### src/rtl/pipe_hazard_ctrl.sv
// pipe_hazard_ctrl
// Run/halt/single-step sequencer and read-after-write interlock for the
// 3-stage 8-bit pipeline (IF/ID -> ID/EX -> EX/WB -> register file).
// A small shadow of the EX and WB destinations tracks the writes that are
// still in flight.
// Build option FWD_EN: forwarding selects replace stalls. Hazards are never
// raised, and stall_cnt stays at zero.
//
// state  | meaning
// -------+--------------------------------------------------------------
// IDLE   | after reset; nothing fetched, ID/EX held at NOP
// FILL   | warm-up; fetching but IF/ID not yet valid, NOPs issued
// RUN    | normal issue
// STALL  | RAW hazard on the ID instruction; fetch frozen, NOP issued
// DRAIN  | halting; NOPs issued for DRAIN_CYCLES cycles
// HALTED | parked; waits for start (resume) or step (one instruction)
// STEP   | issue exactly one instruction (waiting out any hazard), then drain
module pipe_hazard_ctrl #(
    parameter int FILL_CYCLES  = 2,
    parameter int DRAIN_CYCLES = 2,
    parameter int STALL_CNT_W  = 16
) (
    input  logic                   clk,
    input  logic                   reset,
    input  logic                   start,
    input  logic                   halt_req,
    input  logic                   step,
    input  logic [7:0]             id_instr,
    output logic                   pc_en,
    output logic                   ifid_en,
    output logic                   idex_bubble,
    output logic [1:0]             fwd_a_sel,
    output logic [1:0]             fwd_b_sel,
    output logic [2:0]             state,
    output logic [STALL_CNT_W-1:0] stall_cnt
);

    localparam logic [2:0] S_IDLE   = 3'd0;
    localparam logic [2:0] S_FILL   = 3'd1;
    localparam logic [2:0] S_RUN    = 3'd2;
    localparam logic [2:0] S_STALL  = 3'd3;
    localparam logic [2:0] S_DRAIN  = 3'd4;
    localparam logic [2:0] S_HALTED = 3'd5;
    localparam logic [2:0] S_STEP   = 3'd6;

    // One down-counter serves both FILL and DRAIN.
    localparam int CNT_MAX = (FILL_CYCLES > DRAIN_CYCLES) ? FILL_CYCLES : DRAIN_CYCLES;
    localparam int CNT_W   = (CNT_MAX > 1) ? $clog2(CNT_MAX) : 1;
    localparam logic [CNT_W-1:0] FILL_LOAD  = CNT_W'(FILL_CYCLES - 1);
    localparam logic [CNT_W-1:0] DRAIN_LOAD = CNT_W'(DRAIN_CYCLES - 1);

    logic [2:0]             state_q, state_d, state_eff;
    logic [CNT_W-1:0]       cnt_q, cnt_d;
    logic [STALL_CNT_W-1:0] stall_cnt_q, stall_cnt_d;
    logic [2:0]             ex_dst_q, wb_dst_q;
    logic                   ex_wr_q, wb_wr_q;

    logic       id_nop;
    logic [2:0] id_rs1, id_rs2;
    logic       rs1_ex, rs1_wb, rs2_ex, rs2_wb;
    logic       hazard;

    assign id_nop = (id_instr[7:6] == 2'b00);
    assign id_rs1 = id_instr[2:0];
    assign id_rs2 = id_instr[5:3];

    // A NOP reads nothing, so it never matches anything in flight.
    assign rs1_ex = !id_nop && ex_wr_q && (id_rs1 == ex_dst_q);
    assign rs1_wb = !id_nop && wb_wr_q && (id_rs1 == wb_dst_q);
    assign rs2_ex = !id_nop && ex_wr_q && (id_rs2 == ex_dst_q);
    assign rs2_wb = !id_nop && wb_wr_q && (id_rs2 == wb_dst_q);

`ifdef FWD_EN
    // The younger result (EX) wins when both stages write the same register.
    assign hazard    = 1'b0;
    assign fwd_a_sel = rs1_ex ? 2'b01 : (rs1_wb ? 2'b10 : 2'b00);
    assign fwd_b_sel = rs2_ex ? 2'b01 : (rs2_wb ? 2'b10 : 2'b00);
`else
    // The register file does not write through, so a WB match also stalls.
    assign hazard    = rs1_ex | rs1_wb | rs2_ex | rs2_wb;
    assign fwd_a_sel = 2'b00;
    assign fwd_b_sel = 2'b00;
`endif

    assign state     = state_eff;
    assign stall_cnt = stall_cnt_q;

    // RUN/STALL resolve against the live hazard; pipeline controls follow the resolved state.
    always_comb begin
        state_eff = state_q;
        if ((state_q == S_RUN) || (state_q == S_STALL)) begin
            state_eff = hazard ? S_STALL : S_RUN;
        end
        pc_en       = 1'b0;
        ifid_en     = 1'b0;
        idex_bubble = 1'b1;
        case (state_eff)
            S_FILL: begin
                pc_en   = 1'b1;
                ifid_en = 1'b1;
            end
            S_RUN: begin
                pc_en       = 1'b1;
                ifid_en     = 1'b1;
                idex_bubble = 1'b0;
            end
            S_STEP: begin
                if (!hazard) begin
                    pc_en       = 1'b1;
                    ifid_en     = 1'b1;
                    idex_bubble = 1'b0;
                end
            end
            default: ;
        endcase
    end

    // Next state, FILL/DRAIN timer and saturating stall counter.
    always_comb begin
        state_d     = state_q;
        cnt_d       = cnt_q;
        stall_cnt_d = stall_cnt_q;
        if (((state_eff == S_STALL) || ((state_q == S_STEP) && hazard)) &&
            (stall_cnt_q != {STALL_CNT_W{1'b1}})) begin
            stall_cnt_d = stall_cnt_q + STALL_CNT_W'(1);
        end
        case (state_q)
            S_IDLE: begin
                if (start) begin
                    state_d     = S_FILL;
                    cnt_d       = FILL_LOAD;
                    stall_cnt_d = '0;
                end
            end
            S_FILL: begin
                if (cnt_q == '0) state_d = S_RUN;
                else             cnt_d   = cnt_q - CNT_W'(1);
            end
            S_RUN, S_STALL: begin
                // Halt beats a hazard; the instruction left in IF/ID is refetched by the caller.
                if (halt_req) begin
                    state_d = S_DRAIN;
                    cnt_d   = DRAIN_LOAD;
                end else begin
                    state_d = state_eff;
                end
            end
            S_DRAIN: begin
                if (cnt_q == '0) state_d = S_HALTED;
                else             cnt_d   = cnt_q - CNT_W'(1);
            end
            S_HALTED: begin
                if (start)     state_d = S_RUN;
                else if (step) state_d = S_STEP;
            end
            S_STEP: begin
                if (!hazard) begin
                    state_d = S_DRAIN;
                    cnt_d   = DRAIN_LOAD;
                end
            end
            default: state_d = S_IDLE;
        endcase
    end

    // Control state registers.
    always_ff @(posedge clk or negedge reset) begin
        if (!reset) begin
            state_q     <= S_IDLE;
            cnt_q       <= '0;
            stall_cnt_q <= '0;
        end else begin
            state_q     <= state_d;
            cnt_q       <= cnt_d;
            stall_cnt_q <= stall_cnt_d;
        end
    end

    // Shadow destinations shift every cycle; a bubble or a NOP carries no write.
    always_ff @(posedge clk or negedge reset) begin
        if (!reset) begin
            ex_dst_q <= '0;
            ex_wr_q  <= 1'b0;
            wb_dst_q <= '0;
            wb_wr_q  <= 1'b0;
        end else begin
            ex_dst_q <= id_rs2;
            ex_wr_q  <= !idex_bubble && !id_nop;
            wb_dst_q <= ex_dst_q;
            wb_wr_q  <= ex_wr_q;
        end
    end

endmodule

### config.mk
export PLATFORM = sky130hd
export DESIGN_NAME = pipe_hazard_ctrl
export DESIGN_NICKNAME = d
export VERILOG_FILES = /design/src/rtl/pipe_hazard_ctrl.sv
export SDC_FILE = /design/constraint.sdc
export NUM_CORES = 1
export LEC_CHECK = 0
export CAP_MARGIN = 20
export CORE_MARGIN = 4
export CORE_UTILIZATION = 49
export DETAILED_ROUTE_END_ITERATION = 8
export PLACE_DENSITY = 0.9
export SYNTH_ARGS = -nofsm -noshare
export SYNTH_HDL_FRONTEND = slang
export SYNTH_SLANG_ARGS = --single-unit
### constraint.sdc
create_clock -name clk -period 2.36 [get_ports clk]
set_input_delay 0.472 -clock clk [delete_from_list [all_inputs] [get_ports clk]]
set_output_delay 0.472 -clock clk [all_outputs]
set_load 0.01 [all_outputs]
* Word level (Yosys, flattened, before mapping) *
Cells that the tools add are included.

word-level totals
  register bits = 28
  bits of input ports = 13
  logic and storage cells = 76

operators by class
  $add $sub $neg = 2
  equal/unequal tests = 21
  mux-type cells = 22
  bitwise operators = 3
  reductions and logical operators = 21

operators by type and width
  cell                                                              count
  16-bit 2-to-1 mux                                                 3
  3-bit 2-to-1 mux                                                  8
  3-bit case mux with 6 select lines                                1
  16-bit by 1-bit adder with 16-bit output (second input constant)  1
  16-bit inequality test (second input constant)                    1
  3-bit by 2-bit == test with 1-bit output (second input constant)  4
  3-bit == test                                                     4
  3-bit == test (second input constant)                             4
  2-bit inequality test (second input constant)                     5
  1-bit logical AND                                                 9
  1-bit 2-to-1 mux                                                  7
  3-bit by 1-bit == test with 1-bit output (second input constant)  2
  2-bit OR reduction                                                3
  5-bit AND reduction                                               1
  1-bit case mux with 2 select lines                                2
  1-bit case mux with 4 select lines                                1
  4-bit AND reduction                                               1
  4-bit nonzero test                                                1
  3-bit logical NOT                                                 1
  3-bit inequality test (second input constant)                     1
  1-bit OR                                                          3
  1-bit logical NOT                                                 2
  2-bit logical NOT                                                 1
  1-bit logical OR                                                  2
  1-bit subtractor (second input constant)                          1

* Logic depth before layout (Yosys ltp) *
Gate-level depths: netlist of run 1.

  depth after elaboration = 15
  mapped depth = 8
  mapped depth without buffers = 6

* Worst setup path before layout of run 1 *
No wires, ideal clock.

  path type = input-to-output
  start point = in id_instr[1]
  end point = out state[0]
  arrival time = 1.709 ns
  slack = 0.179 ns
  stages on the path = 7
  path buffers = 2
  cell sequence = xor2_1 > nor4_1 > nor2_1 > and2_4 > clkbuf_1 > buf_2 > a31oi_1

on the way
  cells in the longest elaborated chain, start to end = 7
  elaborated cells on any way between the ends = 9
  classes of those cells = eq/ne (2); mux (2); bitwise (3); reduce/logical (2)

RTL lines
  what                                  RTL line  RTL
  from (decl)                           28        input logic [7:0] id_instr,
  3-bit == test (on tied branches)      68, 69
  1-bit logical AND (on tied branches)  68, 69
  1-bit OR (*) (3 in a row)             80        assign hazard = rs1_ex | rs1_wb | rs2_ex | rs2_wb;
  1-bit 2-to-1 mux (*)                  92        state_eff = hazard ? S_STALL : S_RUN;
  3-bit 2-to-1 mux (*)                  91        if ((state_q == S_RUN) || (state_q == S_STALL)) begin
  to (decl)                             34        output logic [2:0] state,

Every way passes the cells marked *; elsewhere a longest branch is shown, timed or not.

* Worst setup path in the final report of run 1 *
  start point = in id_instr[4]
  end point = out state[0]

on the way
  cells in the longest elaborated chain, start to end = 6
  elaborated cells on any way between the ends = 8
  classes of those cells = eq/ne (2); mux (2); bitwise (2); reduce/logical (2)

RTL lines
  what                  RTL line  RTL
  3-bit == test         70        assign rs2_ex = !id_nop && ex_wr_q && (id_rs2 == ex_dst_q);
  1-bit logical AND     70
  1-bit OR              80
  1-bit OR (*)          80
  1-bit 2-to-1 mux (*)  92
  3-bit 2-to-1 mux (*)  91

Marks and branches as above.

==> results.toml, run 1 <==
[outcome]
status = "finished, final reports clean"

[worst_hold_path]
min_from = "ex_wr_q$_DFF_PN0_"
hold_path_depth = 0
holdCritPathClass = "reg2reg"
min_to = "wb_wr_q$_DFF_PN0_"

[die]
initial_core_util_pct = 51.9
top_level_ports = 39
num_rows = 20
fp.dieH_um = 65.1
core_area_mm2 = 0.00308
fp.dieW_um = 65.1
fp.dieArea_mm2 = 0.00424

[setup_path]
crit_type = "in2out"
critPathRequiredTime_ps = 1890
critPathMaxFanout = 3
crit_arrival_ps = 1820
reg2reg_depth = 7
startpoint = "id_instr[4]"
worst_setup_path_start_kind = "input pin"
worstSetupEndpointType = "output port"
r2r_start = "ex_dst_q[0]$_DFF_PN0_"
r2r_slack_ps = 200
worstReg2RegEnd = "stall_cnt[13]$_DFF_PN0_"

[detailed_routing]
post-route-drc-count = 0
vias = 1501
drt-initial-drc-count = 120
ant_nets = 0
first_pass_iters = 4
wl_per_cell_um = 15.9
via_per_inst = 5.86
routed_wl_um = 4060

[yosys]
synth_top_area_share_pct = 43.9
synth-seq-area-share_pct = 43.9
syn_inst = 179
syn_area_mm2 = 0.00160
yosys.cell_types.count = 36
ys_seq_elements = 28
synth_flop_cell = "dfrtp_1"
synth-edff-count = 0
syn_avg_cell_area_um2 = 8.92
synth_area_leaders = "dfrtp_1 44%, xor2_1 6.6%, a21oi_1 4.4%"
synthArstFlopShare_pct = 100
synth_area_leader_cell = "dfrtp_1"
yosysMostFrequentCell = "dfrtp_1"
synthTopCellsByCount = "28 x dfrtp_1, 14 x a21oi_1, 14 x nand2_1, 14 x nor2_1, 13 x o21ai_0"
yosys_warnings = 0

[clocking]
clk_pin_slew_ps = 140
htree_levels = 1
root_buffer = "clkbuf_4"
insertion_delay_ps = 350
clockBufferDepth = 2
cts_hold_buf = 0
cts.sinks = 28
cts_tree = "done"
cts-buffers-inserted = 3

[placement]
place.gp.congestion = 0.842
place_hpwl_um = 2740
port_buffers = 34

[cells_and_area]
nNetsFinal = 227
diodes = 0
layout-drive-gt1-share_pct = 11.3
area_growth_syn_to_layout_pct = 28.2
fillers = 250
fin_util_pct = 66.5

[flow_run]
drv_cap = 0

[sta]
hold_viol_final = 0
tns_ps = 0
timing.final.crit_share_pct = 97.0
rsz0062_at_grt = "true"
setup_viol = 0
final.setup_skew_ps = 25.6
max_freq_mhz = 437
relSlewSlack_pct = 58.8
layout_min_cycle_time_ps = 2290
hold_ws_ps = 408
slew_violations = 0
worstMarginPinSlew_ps = 613

[pwr]
power.leakage_uw = 0.000822
powerDensity_mw_per_mm2 = 775
ir_worst_vdd_mv = 0.564

[global_route]
gr-total-overflow = 0
grt_first_pass_wirelength_um = 6380
grt_pass1_vias = 1373
grt_antenna_before_repair = 0
grt_max_degree = 29
gr-usage-all-layers_pct = 19.5
-- metrics by stage --
step | total power (uW) | worst slack, ps | cell area, um^2 | std cells
global route | 1690 | -11.0 | 2050 | 256
CTS | 1540 | 21.0 | 2020 | 255
detailed placement | 1230 | -511 | 1960 | 251
finish | 1590 | 70.6 | 2050 | 256
floorplan | 984 | 179 | 1610 | 182
global placement | 1220 | -510 | 1960 | 251
-- cell type report --
class                      count  area (um^2)  area share, %
multi-input combinational    136          846           41.3
clock inverter                 1         30.0           1.47
sequential                    28          701           34.2
tap                           44         55.1           2.69
clock buffer                   3         22.5           1.10
timing repair buffer          41          382           18.6
inverter                       3         11.3          0.550
-- cells by family (layout without fill, tap and decap cells) --
family,Yosys count,after routing,share of synthesized area (%)
fa+ha+maj,1,1,0.784
flops,28,28,43.9
mux,4,4,2.51
simple gates,75,75,25.5
other cells,1,4,0.235
buf+inv,18,48,6.03
xor+xnor,13,13,7.13
compound gates,39,39,13.9
-- layout by cell type (no fill, tap or decap), types with 2 or more instances in the layout --
cell type / count
nor4_1: 3
o21ai_0: 13
nor4_2: 2
nand3_1: 12
or4_1: 5
nand2_1: 14
dlygate4sd2_1: 8
o31ai_1: 4
and3_1: 3
clkbuf_4: 3
buf_4: 7
a21oi_1: 13
and4_1: 2
inv_1: 2
xor2_1: 12
nand4_1: 6
nor3_1: 2
conb_1: 4
o311ai_0: 2
clkdlybuf4s15_2: 2
dfrtp_1: 28
nor2_1: 14
or3_1: 7
clkdlybuf4s50_1: 22
mux2i_1: 4
-- state kept, by name (all words and copies together) (netlist names) --
register and cells:
cnt_q 1, ex_dst_q 3, ex_wr_q 1, stall_cnt 16, state_q 3, wb_dst_q 3
wb_wr_q 1
-- power breakdown --
group | internal (uW) | leakage (uW) | switching (uW) | total (uW)
clock | 172 | 0.0000279 | 149 | 321
sequential | 540 | 0.000369 | 98.5 | 638
combinational | 281 | 0.000425 | 348 | 628
-- what timing repair did --
item,CTS,global route
setup buffers,0,1
pin swaps,7,8
endpoints found under the setup margin,4,4
gates resized for setup,23,4
-- routing by layer --
| layer | global-route usage (%) | share of wire [%] |
|---|---|---|
| met1 | 25.7 | 44 |
| met3 | 5.20 | 4.7 |
| met5 | 0 | 0 |
| met2 | 30.5 | 49 |
| met4 | 7.25 | 1.5 |
-- critical path: stages --
cell,delay [ps]
dlygate4sd2_1,280
xor2_1,180
nor4_1,300
nor2_1,100
and2_4,190
a31oi_4,170
buf_6,120
-- worst max path at each step --
stage          slack, ps  depth (start not counted)       end
5_1_grt              -10                          6  state[0]
4_1_cts               20                          6  state[0]
2_1_floorplan        180                          7  state[0]
3_3_place_gp        -510                          7  state[0]
6_report              70                          7  state[0]
3_5_place_dp        -510                          7  state[0]
No activity file was read; power rests on OpenSTA's default activity.
==> inputs of run 2 (changes only) <==
Clock period 2.36 ns to 2.6 ns, I/O delays scaled along.
==> run 2 against run 1 <==
  * Flip-flop and latch count is the same
  * Final area shrank 1.5%
  * Cell count shrank 1.2%
  * Critical path type unchanged
  * Highest routed layer unchanged
==> results.toml, run 2 (synthesized netlist as in run 1, its figures left out) <==
[cells_and_area]
multi_input_area_um2 = 840
nNetsFinal = 224
largest_reg_flops = 16
layout_commonest_cell = "dfrtp_1"
layout.cells.non_filler = 253
layout-drive-gt1-share_pct = 8.61
fillers = 259
layout_common_cells = "28 x dfrtp_1, 24 x clkdlybuf4s50_1, 14 x nor2_1, 14 x nand2_1"
regArea_um2 = 701
design_area_mm2 = 0.00202
area_growth_syn_to_layout_pct = 26.3
diodes = 0

[clocking]
cts_hold_buf = 0
cts_tree = "done"
root_buffer = "clkbuf_4"
cts.sinks = 28
insertion_delay_ps = 340
postCtsSetupBuffers = 0
clockBufferDepth = 2
htree_levels = 1
clk_pin_slew_ps = 160
cts-buffers-inserted = 3

[setup_path]
crit_chain = "clkdlybuf4s50_1 > o21ai_2 > nor4_2 > nor2_1 > and2_4 > a31oi_1 > buf_2"
r2r_slack_ps = 400
critPathTopFamily = "buffers and inverters"
worstSetupEndpointType = "output port"
worst_setup_path_start_kind = "input pin"
r2r_start = "wb_dst_q[2]$_DFF_PN0_"
max_stage_delay_ps = 520
crit_type = "in2out"
startpoint = "id_instr[7]"
critPathMaxFanout = 3
cpMaxStageDelayCell = "clkdlybuf4s50_1"
reg2reg_depth = 7
crit_arrival_ps = 2040
crit_buf_inv = 2
critPathRequiredTime_ps = 2080
path_depth = 7

[worst_hold_path]
holdCritPathClass = "in2reg"
hold_path_depth = 1
min_from = "id_instr[5]"

[pwr]
p_int_uw = 792
power.leakage_uw = 0.000828
powerDensity_mw_per_mm2 = 648
combPwrFrac_pct = 38.1
swShare_pct = 39.4
pwr-share-clk_pct = 16.8
power_switching_uw = 515
ir_worst_vdd_mv = 0.613
seqPwrFrac_pct = 45.1

[die]
fp.dieH_um = 65.1
initial_core_util_pct = 51.9
fp.dieW_um = 65.1
core_area_mm2 = 0.00308
top_level_ports = 39
fp.dieArea_mm2 = 0.00424
num_rows = 20

[sta]
hold_ws_ps = 378
layout_min_cycle_time_ps = 2560
hold_viol_final = 0
rsz0062_at_grt = "true"
worstMarginPinSlew_ps = 516
relSlewSlack_pct = 65.3
setup_viol = 0
timing.final.crit_share_pct = 98.6
max_freq_mhz = 390
slew_violations = 0
final.setup_skew_ps = 7.06

[global_route]
gr-usage-all-layers_pct = 19.3
grt_max_degree = 29
grt_pass1_vias = 1444
grt_first_pass_wirelength_um = 6370
gr-total-overflow = 0
grt_antenna_before_repair = 0

[detailed_routing]
wl_met1_um = 1680
drt-initial-drc-count = 99
route.met2.wl_um = 1980
first_pass_iters = 4
wl_per_cell_um = 15.6
top_layer = "met4"
ant_nets = 0
routed_wl_um = 3940
post-route-drc-count = 0
vias = 1467
via_per_inst = 5.80
met3WireLength_um = 205

[placement]
place_area_mm2 = 0.00195
place_hpwl_um = 2830
port_buffers = 34
dp_cells = 249
place.gp.congestion = 0.804

[outcome]
status = "finished, final reports clean"

[flow_run]
drv_cap = 0
run 2: cell types whose count changed in the layout (fill, tap and decap cells not counted), moves of 3 or more:
| cell | change |
|---|---|
| clkdlybuf4s15_1 | +3 |
| dlygate4sd2_1 | -6 |
| dlymetal6s2s_1 | +4 |
| buf_4 | -3 |
run 2: power groups by stage:
stage	clock network, uW	registers, uW	logic, uW
2_1_floorplan	0	536	357
3_3_place_gp	0	587	500
3_5_place_dp	0	591	513
4_1_cts	223	583	481
5_1_grt	248	601	555
6_report	220	589	497
run 2: final cells by class:
| type | instances | share of cell area (%) |
|---|---|---|
| Clock buffer | 4 | 1.80 |
| Inverter | 3 | 0.559 |
| Timing Repair Buffer | 38 | 18.5 |
| Tap cell | 44 | 2.73 |
| Multi-Input combinational cell | 136 | 41.7 |
| Sequential cell | 28 | 34.8 |
run 2: worst reg2reg max path: stages, from the launching register on:
cell     delay [ps]
dfrtp_1         450
xor2_1          180
nor4_1          310
nor2_1          120
and2_4          170
buf_4           210
or4_1           530
a21oi_1         170
run 2: final timing paths:
| kind | endpoint |
|---|---|
| min | ex_dst_q[2]$_DFF_PN0_ |
| max reg2reg | stall_cnt[13]$_DFF_PN0_ |
| min reg2reg | wb_wr_q$_DFF_PN0_ |
| max in group asynchronous | stall_cnt[10]$_DFF_PN0_ |
| max | state[0] |
| min in group asynchronous | state_q[2]$_DFFE_PN0P_ |
run 2: per-stage QoR:
stage | utilization, % | total power [uW] | setup TNS (ps) | worst slack, ps
after floorplan | - | 893 | 0 | 323
after global placement | 63.3 | 1090 | -1030 | -352
after detailed placement | 63.3 | 1100 | -1360 | -366
after CTS | 64.1 | 1290 | 0 | 17.9
after global routing | 65.5 | 1400 | -82.6 | -44.9
final | 65.5 | 1310 | 0 | 37.4
run 2: what timing repair did:
item	4_1_cts	5_1_grt
gates resized for setup	9	12
hold endpoints to repair	0	0
pin swaps	2	5
setup endpoints to repair	4	4
run 2: layer usage:
metal | global-route usage (%) | vias to the layer above
li1 | - | 697
met1 | 24.4 | 707
met2 | 32.6 | 57
met3 | 2.25 | 6
met4 | 9.59 | 0
met5 | 0 | -
